## src/rtl/demux_1to4_reg.sv

```systemverilog
`default_nettype none
// ============================================================================
//  Module   : demux_1to4_reg
//  Purpose  : Registered 1-to-4 demultiplexer with a one-entry valid/ready
//             holding register per output channel and an accepted-word counter.
//             Define DEMUX_BROADCAST_EN to add the in_bcast port (write all four).
//  Revision : 1.0  initial release
// ============================================================================
module demux_1to4_reg #(
   parameter int WIDTH = 16,
   parameter int CNT_W = 16
) (
   input  logic             clk,
   input  logic             rst,
   input  logic [WIDTH-1:0] in_data,
   input  logic [1:0]       in_op,
`ifdef DEMUX_BROADCAST_EN
   input  logic             in_bcast,
`endif
   input  logic             in_valid,
   output logic             in_ready,
   output logic [WIDTH-1:0] out_a,
   output logic [WIDTH-1:0] out_b,
   output logic [WIDTH-1:0] out_c,
   output logic [WIDTH-1:0] out_d,
   output logic             valid_a,
   output logic             valid_b,
   output logic             valid_c,
   output logic             valid_d,
   input  logic             ready_a,
   input  logic             ready_b,
   input  logic             ready_c,
   input  logic             ready_d,
   output logic [CNT_W-1:0] xfer_cnt
);

   localparam int c_NUM_CH = 4;

   typedef enum logic [0:0] {
      ST_EMPTY = 1'b0,
      ST_FULL  = 1'b1
   } chan_state_t;

   logic [c_NUM_CH-1:0] w_ch_ready;
   logic [c_NUM_CH-1:0] w_ch_valid;
   logic [c_NUM_CH-1:0] w_accept;
   logic [c_NUM_CH-1:0] w_dest;
   logic [c_NUM_CH-1:0] w_load;
   logic [WIDTH-1:0]    w_ch_data [c_NUM_CH];
   logic                w_xfer;
   logic [CNT_W-1:0]    r_xfer_cnt;

   assign w_ch_ready = {ready_d, ready_c, ready_b, ready_a};

   // A channel can take a word when empty or when its current word leaves this cycle.
   assign w_accept = ~w_ch_valid | w_ch_ready;

   always_comb begin
      w_dest        = '0;
      w_dest[in_op] = 1'b1;
`ifdef DEMUX_BROADCAST_EN
      if (in_bcast) begin
         w_dest = '1;
      end
`endif
   end

   // Every destination channel must be able to accept; covers unicast and broadcast alike.
   assign in_ready = ((w_accept & w_dest) == w_dest);
   assign w_xfer   = in_valid & in_ready;
   assign w_load   = w_dest & {c_NUM_CH{w_xfer}};

   generate
      for (genvar gi = 0; gi < c_NUM_CH; gi++) begin : g_chan
         chan_state_t      r_state;
         chan_state_t      w_state_nxt;
         logic [WIDTH-1:0] r_data;

         always_comb begin
            w_state_nxt = r_state;
            case (r_state)
               ST_EMPTY: begin
                  if (w_load[gi]) begin
                     w_state_nxt = ST_FULL;
                  end
               end
               ST_FULL: begin
                  if (!w_load[gi] && w_ch_ready[gi]) begin
                     w_state_nxt = ST_EMPTY;
                  end
               end
               default: w_state_nxt = ST_EMPTY;
            endcase
         end

         always_ff @(posedge clk) begin
            if (rst) begin
               r_state <= ST_EMPTY;
               r_data  <= '0;
            end else begin
               r_state <= w_state_nxt;
               if (w_load[gi]) begin
                  r_data <= in_data;
               end
            end
         end

         assign w_ch_valid[gi] = (r_state == ST_FULL);
         assign w_ch_data[gi]  = r_data;
      end
   endgenerate

   always_ff @(posedge clk) begin
      if (rst) begin
         r_xfer_cnt <= '0;
      end else if (w_xfer) begin
         r_xfer_cnt <= r_xfer_cnt + CNT_W'(1);
      end
   end

   assign out_a    = w_ch_data[0];
   assign out_b    = w_ch_data[1];
   assign out_c    = w_ch_data[2];
   assign out_d    = w_ch_data[3];
   assign valid_a  = w_ch_valid[0];
   assign valid_b  = w_ch_valid[1];
   assign valid_c  = w_ch_valid[2];
   assign valid_d  = w_ch_valid[3];
   assign xfer_cnt = r_xfer_cnt;

endmodule
`default_nettype wire

```

## config.mk

```make
export PLATFORM = sky130hd
export DESIGN_NAME = demux_1to4_reg
export DESIGN_NICKNAME = d
export VERILOG_FILES = /design/src/rtl/demux_1to4_reg.sv
export SDC_FILE = /design/constraint.sdc
export NUM_CORES = 1
export LEC_CHECK = 0
export ABC_AREA = 1
export CORE_MARGIN = 2
export CORE_UTILIZATION = 55
export CTS_CLUSTER_SIZE = 16
export DETAILED_ROUTE_END_ITERATION = 6
export DONT_BUFFER_PORTS = 1
export GPL_TIMING_DRIVEN = 0
export PLACE_DENSITY = 0.73
export SLEW_MARGIN = 0
export SYNTH_ARGS = -nofsm -noshare
export SYNTH_HDL_FRONTEND = slang
export SYNTH_SLANG_ARGS = --single-unit
```

## constraint.sdc

```tcl
create_clock -name clk -period 1.4 [get_ports clk]
set_input_delay 0.21 -clock clk [delete_from_list [all_inputs] [get_ports clk]]
set_output_delay 0.21 -clock clk [all_outputs]
set_load 0.005 [all_outputs]
```

Word level (Yosys, flattened, before mapping)

Index checks and enable logic that the tools add are counted.
Widths: inputs -> output; s select.

Bits in registers: 84
Output and inout bits: 85
Logic and storage cells: 45

Add/subtract/negate cells: 1
$lt $le $gt $ge: 2
Equality and inequality tests: 1
Mux-type cells: 14
Bitwise gates (word level): 9
Reductions and logical operators: 9

Operator list:

| cell                  | number |
|---|---|
| $add 16x1->16 const B | 1 |
| $mux 1                | 9 |
| $and 4x4->4           | 2 |
| $pmux 1 s2            | 4 |
| $logic_and 1x1->1     | 5 |
| $eq 4x4->1            | 1 |
| $logic_not 1->1       | 4 |
| $not 1->1             | 4 |
| $not 4->4             | 1 |
| $or 4x4->4            | 1 |
| $lt 2x3->1 const B    | 1 |
| $demux 1 s2           | 1 |
| $ge 2x1->1 const B    | 1 |
| $and 1x1->1           | 1 |

Logic depth before layout (Yosys ltp)

Depth in word-level cells: 12
Mapped depth: 10
Mapped depth without buffers: 9

Worst setup path after synthesis

OpenSTA, ideal clock, no wires.

Path kind: reg-to-reg
Start point: register r_xfer_cnt[0], in the netlist xfer_cnt[0]
End point: register r_xfer_cnt[12], in the netlist xfer_cnt[12]
Arrival time: 1,253 ps
Data required time: 1,336 ps
Path slack: 83 ps
Stages on the path, launching flop included: 10
Period minus slack after synthesis: 1,317 ps
Path through: dfxtp_1 -> ha_1 -> nand2_1 -> nor2_1 -> nand2_1 -> nor2_1 -> nand3_1 -> nand2_1 -> inv_1 -> nor2_1

Cells in the longest elaborated chain, start to end: 1

RTL lines:

| what                   | line | RTL |
|---|---|---|
| from (decl)            | 51   | `logic [CNT_W-1:0] r_xfer_cnt;` |
| from (signal assigned) | 117  | `r_xfer_cnt <= r_xfer_cnt + CNT_W'(1);` |
| $add 16x1->16          | 117  |  |

Every way passes these cells.
A chain may end at the register's enable or synchronous reset.

Final worst setup path

Start point: register g_chan[2].r_state, in the netlist valid_c
End point: register g_chan[0].r_data[7], in the netlist out_a[7]

Cells in the longest elaborated chain, start to end: 6

RTL lines:

| what                   | line | RTL |
|---|---|---|
| from (decl)            | 75   | `chan_state_t r_state;` |
| from (signal assigned) | 101  | `r_state <= w_state_nxt;` |
| $not 4->4              | 56   | `assign w_accept = ~w_ch_valid \| w_ch_ready;` |
| $or 4x4->4             | 56   |  |
| $and 4x4->4            | 69   | `assign in_ready = ((w_accept & w_dest) == w_dest);` |
| $eq 4x4->1             | 69   |  |
| $and 1x1->1            | 70   | `assign w_xfer = in_valid & in_ready;` |
| $and 4x4->4            | 71   | `assign w_load = w_dest & {c_NUM_CH{w_xfer}};` |
| to (signal assigned)   | 103  | `r_data <= in_data;` |
| to (decl)              | 77   | `logic [WIDTH-1:0] r_data;` |

Every way passes these cells.

==> summary.md <==
| Metric | Value |
|---|---|
| CTS root buffer | `clkbuf_8` |
| Asr flop ratio synth | `0%` |
| Final setup fails | `just under 80` |
| Avg WL per Cell | `15.2 µm` |
| Initial antenna violation count | `0` |
| EDFF count, synth | `0` |
| Dominant cells by area after synthesis | `dfxtp_1 (44%), nand2_1 (18%), nor2_1 (16%), inv_1 (9.4%), nand3_1 (2.1%)` |
| WS Path Type | `reg -> reg` |
| Synth cell types | `20` |
| Total track usage | `29.3%` |
| Final GP Congestion | `0.851` |
| Cell Area, Synth | `0.00383 mm²` |
| Layout area overhead | `24.9%` |
| DRC viols | `0` |
| DIE WIDTH | `87.4 µm` |
| Clock Latency Late Sink | `~0.37 ns` |
| RR Startpoint | `valid_c` |
| Initial Util | `56.6%` |
| Largest stage delay, worst path | `0.34 ns` |
| Avg Inst Size Synth | `approximately 6.3 µm²` |
| Synth Register Bits | `between 80 and 90` |
| Final worst slack | `-0.111 ns` |
| Iter 0 DRT Violations | `between 200 and 300` |
| Hold path startpoint | `in_data[8]` |
| Violated checks | `negative hold slack, negative setup slack` |
| Final hold vios | `2` |
| Placed cells | `approximately 700` |
| Clk sinks | `84` |
| Commonest cells in the synthesized netlist | `nand2_1 (186), nor2_1 (159), inv_1 (96), dfxtp_1 (84), nand3_1 (16)` |
| Most frequent cell after synthesis | `nand2_1` |
| Routed via count | `between 3000 and 4000` |
| Total power | `4.84 mW` |
| Worst Path Arrival | `1.82 ns` |
| Internal power | `3.41 mW` |
| Die area | `around 0.0076 mm²` |
| Maximum Capacitance Violations | `0` |
| Worst setup EP type | `register` |
| TritonCTS Buffers | `9` |
| Number of global-route vias before repair | `3564` |
| Yosys top cell by area | `dfxtp_1` |
| Row cnt | `30` |
| Port bufs | `0` |
| Mapped Cells | `605` |
| Core Util, Final | `between 70% and 80%` |
| First-pass DRT Iterations | `6` |
| Htree depth | `3` |
| First-pass GRT wire length | `roughly 17 mm` |
| Static Leak | `2.33 nW` |
| Largest family of logic cells by synthesized area | `simple AND/OR/NAND/NOR gates` |
| Via-to-Cell Ratio | `5.15` |
| Minimum clock period after layout | `~1.5 ns` |
| Fin cells | `740` |
| Overflow after GRT | `0` |
| Period Utilization, post-route | `108%` |
| Detail Route Antenna Nets | `0` |
| Slowest cell on crit path | `dfxtp_2` |
| Critical Path Source | `valid_c` |
| IO Count | `110` |
| Post-synthesis mux area share | `0%` |
| Post-route cell area | `between 0.004 and 0.005 mm²` |
| Synth Area in Adders | `less than 1%` |
| CTS tree | `yes` |
| Run status | `complete, but fails checks` |
| Max VDD drop | `between 400 and 500 µV` |
| Seq pwr share | `between 50% and 60%` |
| Simple-gate share of the synthesized area | `about two fifths` |
| Switch share | `29.7%` |
| Reg clk slew, reported paths | `0.09 ns` |
| Unrepaired setup endpoints after global routing | `true` |
| Most Frequent Cell on Critical Path | `nand2_2` |
| Total Routed Length | `11.3 mm` |
| Worst hold slack | `-0.0116 ns` |
| Ant. Diodes | `0` |
| Worst setup SP type | `register` |
| Slew Limit Headroom | `between 60% and 70%` |
| Skew final | `0.0120 ns` |
| Hold Path Class | `in -> reg` |
| Worst-path cell chain | `inv_2 -> nor2_4 -> nand2_1 -> nand2_2 -> nor2_8 -> buf_12 -> nand3_4 -> buf_6 -> nand2_2 -> nand2_2 -> nor2_2` |
| Seq/Total Area, Yosys | `between 40 and 50%` |
| Largest net degree at the start of global routing | `17` |
| CP required | `around 1.7 ns` |
| Nets | `roughly 680` |
| Die height | `87.4 µm` |
| Layout cell share with drive strength beyond 1 | `20.0%` |
| Share of power burned in the clock network | `between 30% and 40%` |
| CTS Buffer Depth | `2` |
| Worst Tran Pin Value | `around 0.55 ns` |
| Syn Nets | `631` |
| Net load switching power | `between 1 and 1.5 mW` |
| Cell Area, Placed | `just under 0.004 mm²` |
| Part of the power in combinational logic | `12.1%` |
| Synth Area in XOR/XNOR | `less than 1%` |
| Top cell type's share of synthesized area | `44.0%` |
| Core ar. | `a little under 0.007 mm²` |
| Max-slew violations | `0` |
| Power per cell area | `1010 mW/mm²` |
| Synth Area in Compound Gates | `2.09%` |
| F_max | `~0.66 GHz` |
| DP HPWL | `between 7 and 8 mm` |
| Crit path max fanout | `8` |
| Yosys warnings | `0` |
| Post-synth top flop | `dfxtp_1` |
| Fillers | `between 500 and 600` |
==> power groups by stage <==
stage	combinational, mW	clock (mW)	sequential, mW
floorplan	0.311	0	2.62
global placement	0.374	0	2.65
detailed placement	0.390	0	2.65
CTS	0.542	1.65	2.59
global route	0.651	1.76	2.61
finish	0.586	1.66	2.60
==> final cells by class <==
type                    count  area (µm²)  share of cell area, %
multi-input cells         397        1820                   38.0
flip-flops and latches     84        1710                   35.7
repair buffers             39         393                   8.22
clock buffers               9         124                   2.59
clock inverters             7        58.8                   1.23
plain buffers              25         204                   4.27
inverters                  99         377                   7.88
well taps                  80         100                   2.09
==> registers in the layout (all words and copies together), names as in the netlist <==
signal / count
out_a: 16
out_b: 16
out_c: 16
out_d: 16
valid_a: 1
valid_b: 1
valid_c: 1
valid_d: 1
xfer_cnt: 16
==> critical path: cells and delay by family (launching register included) <==
kind | cells | cell delay (ns)
buffers and inverters | 3 | 0.39
flip-flops | 1 | 0.34
AND/OR/NAND/NOR | 8 | 0.72
==> per-stage QoR <==
step | hold WS [ns] | setup slack (ns) | setup TNS (ns)
6_report | -0.0116 | -0.111 | -4.45
5_1_grt | 0.00471 | -0.188 | -11.02
4_1_cts | 0.000866 | -0.0739 | -2.60
3_5_place_dp | 0.352 | -0.258 | -10.33
3_3_place_gp | 0.346 | -0.207 | -7.86
2_1_floorplan | 0.345 | 0.0833 | 0
==> repair_timing <==
| item | in CTS | in global routing |
|---|---|---|
| buffers inserted | 11 | 1 |
| pin swaps | 4 | 7 |
| endpoints found under the hold margin | 58 | 1 |
| endpoints found under the setup margin | 84 | 85 |
| hold buffers | 17 | 1 |
| cloned | 9 | 0 |
| gates resized for setup | 75 | 51 |
==> routing by layer <==
metal | part of all wire, % | wire, µm | global-route usage [%]
met1 | 37 | 4200 | 34.3
met2 | 49 | 5560 | 50.4
met3 | 11 | 1210 | 9.38
met4 | 2.6 | 287 | 9.65
met5 | 0 | 0 | 0
==> placed cells by master, fill, tap and decap left out <==
master and n:
a21oi_1 12, a21oi_2 3, buf_12 1, buf_2 2, buf_4 7, buf_6 25, buf_8 1, clkbuf_1 10
clkbuf_8 9, clkinv_2 1, clkinv_4 2, clkinvlp_4 1, dfxtp_1 67, dfxtp_2 16, dfxtp_4 1, dlygate4sd3_1 18
ha_4 1, inv_1 91, inv_2 7, inv_6 3, inv_8 1, nand2_1 164, nand2_2 23, nand2_4 1
nand3_1 14, nand3_2 2, nand3_4 4, nand3b_1 1, nand4_1 7, nor2_1 139, nor2_2 16, nor2_4 4
nor2_8 1, nor3_1 1, o21ai_0 1, xor2_1 3
==> logic make-up after synthesis <==
| family | after synthesis |
|---|---|
| adders and majority gates | 1 |
| xor gates and xnor gates | 3 |
| and+or+nand+nor | 377 |
| DFF | 84 |
| AOI/OAI and AO/OA | 16 |
| buffers and inverters | 124 |
==> final timing paths <==
path / end / slack, ns / depth (start not counted)
worst max register to register: out_a[7] / -0.11 / 11
worst min-delay path: out_c[8] / -0.01 / 2
worst max-delay path: out_a[7] / -0.11 / 11
worst min register to register: xfer_cnt[6] / 0.50 / 2
Note: power is estimated with default switching activity, not from simulation.
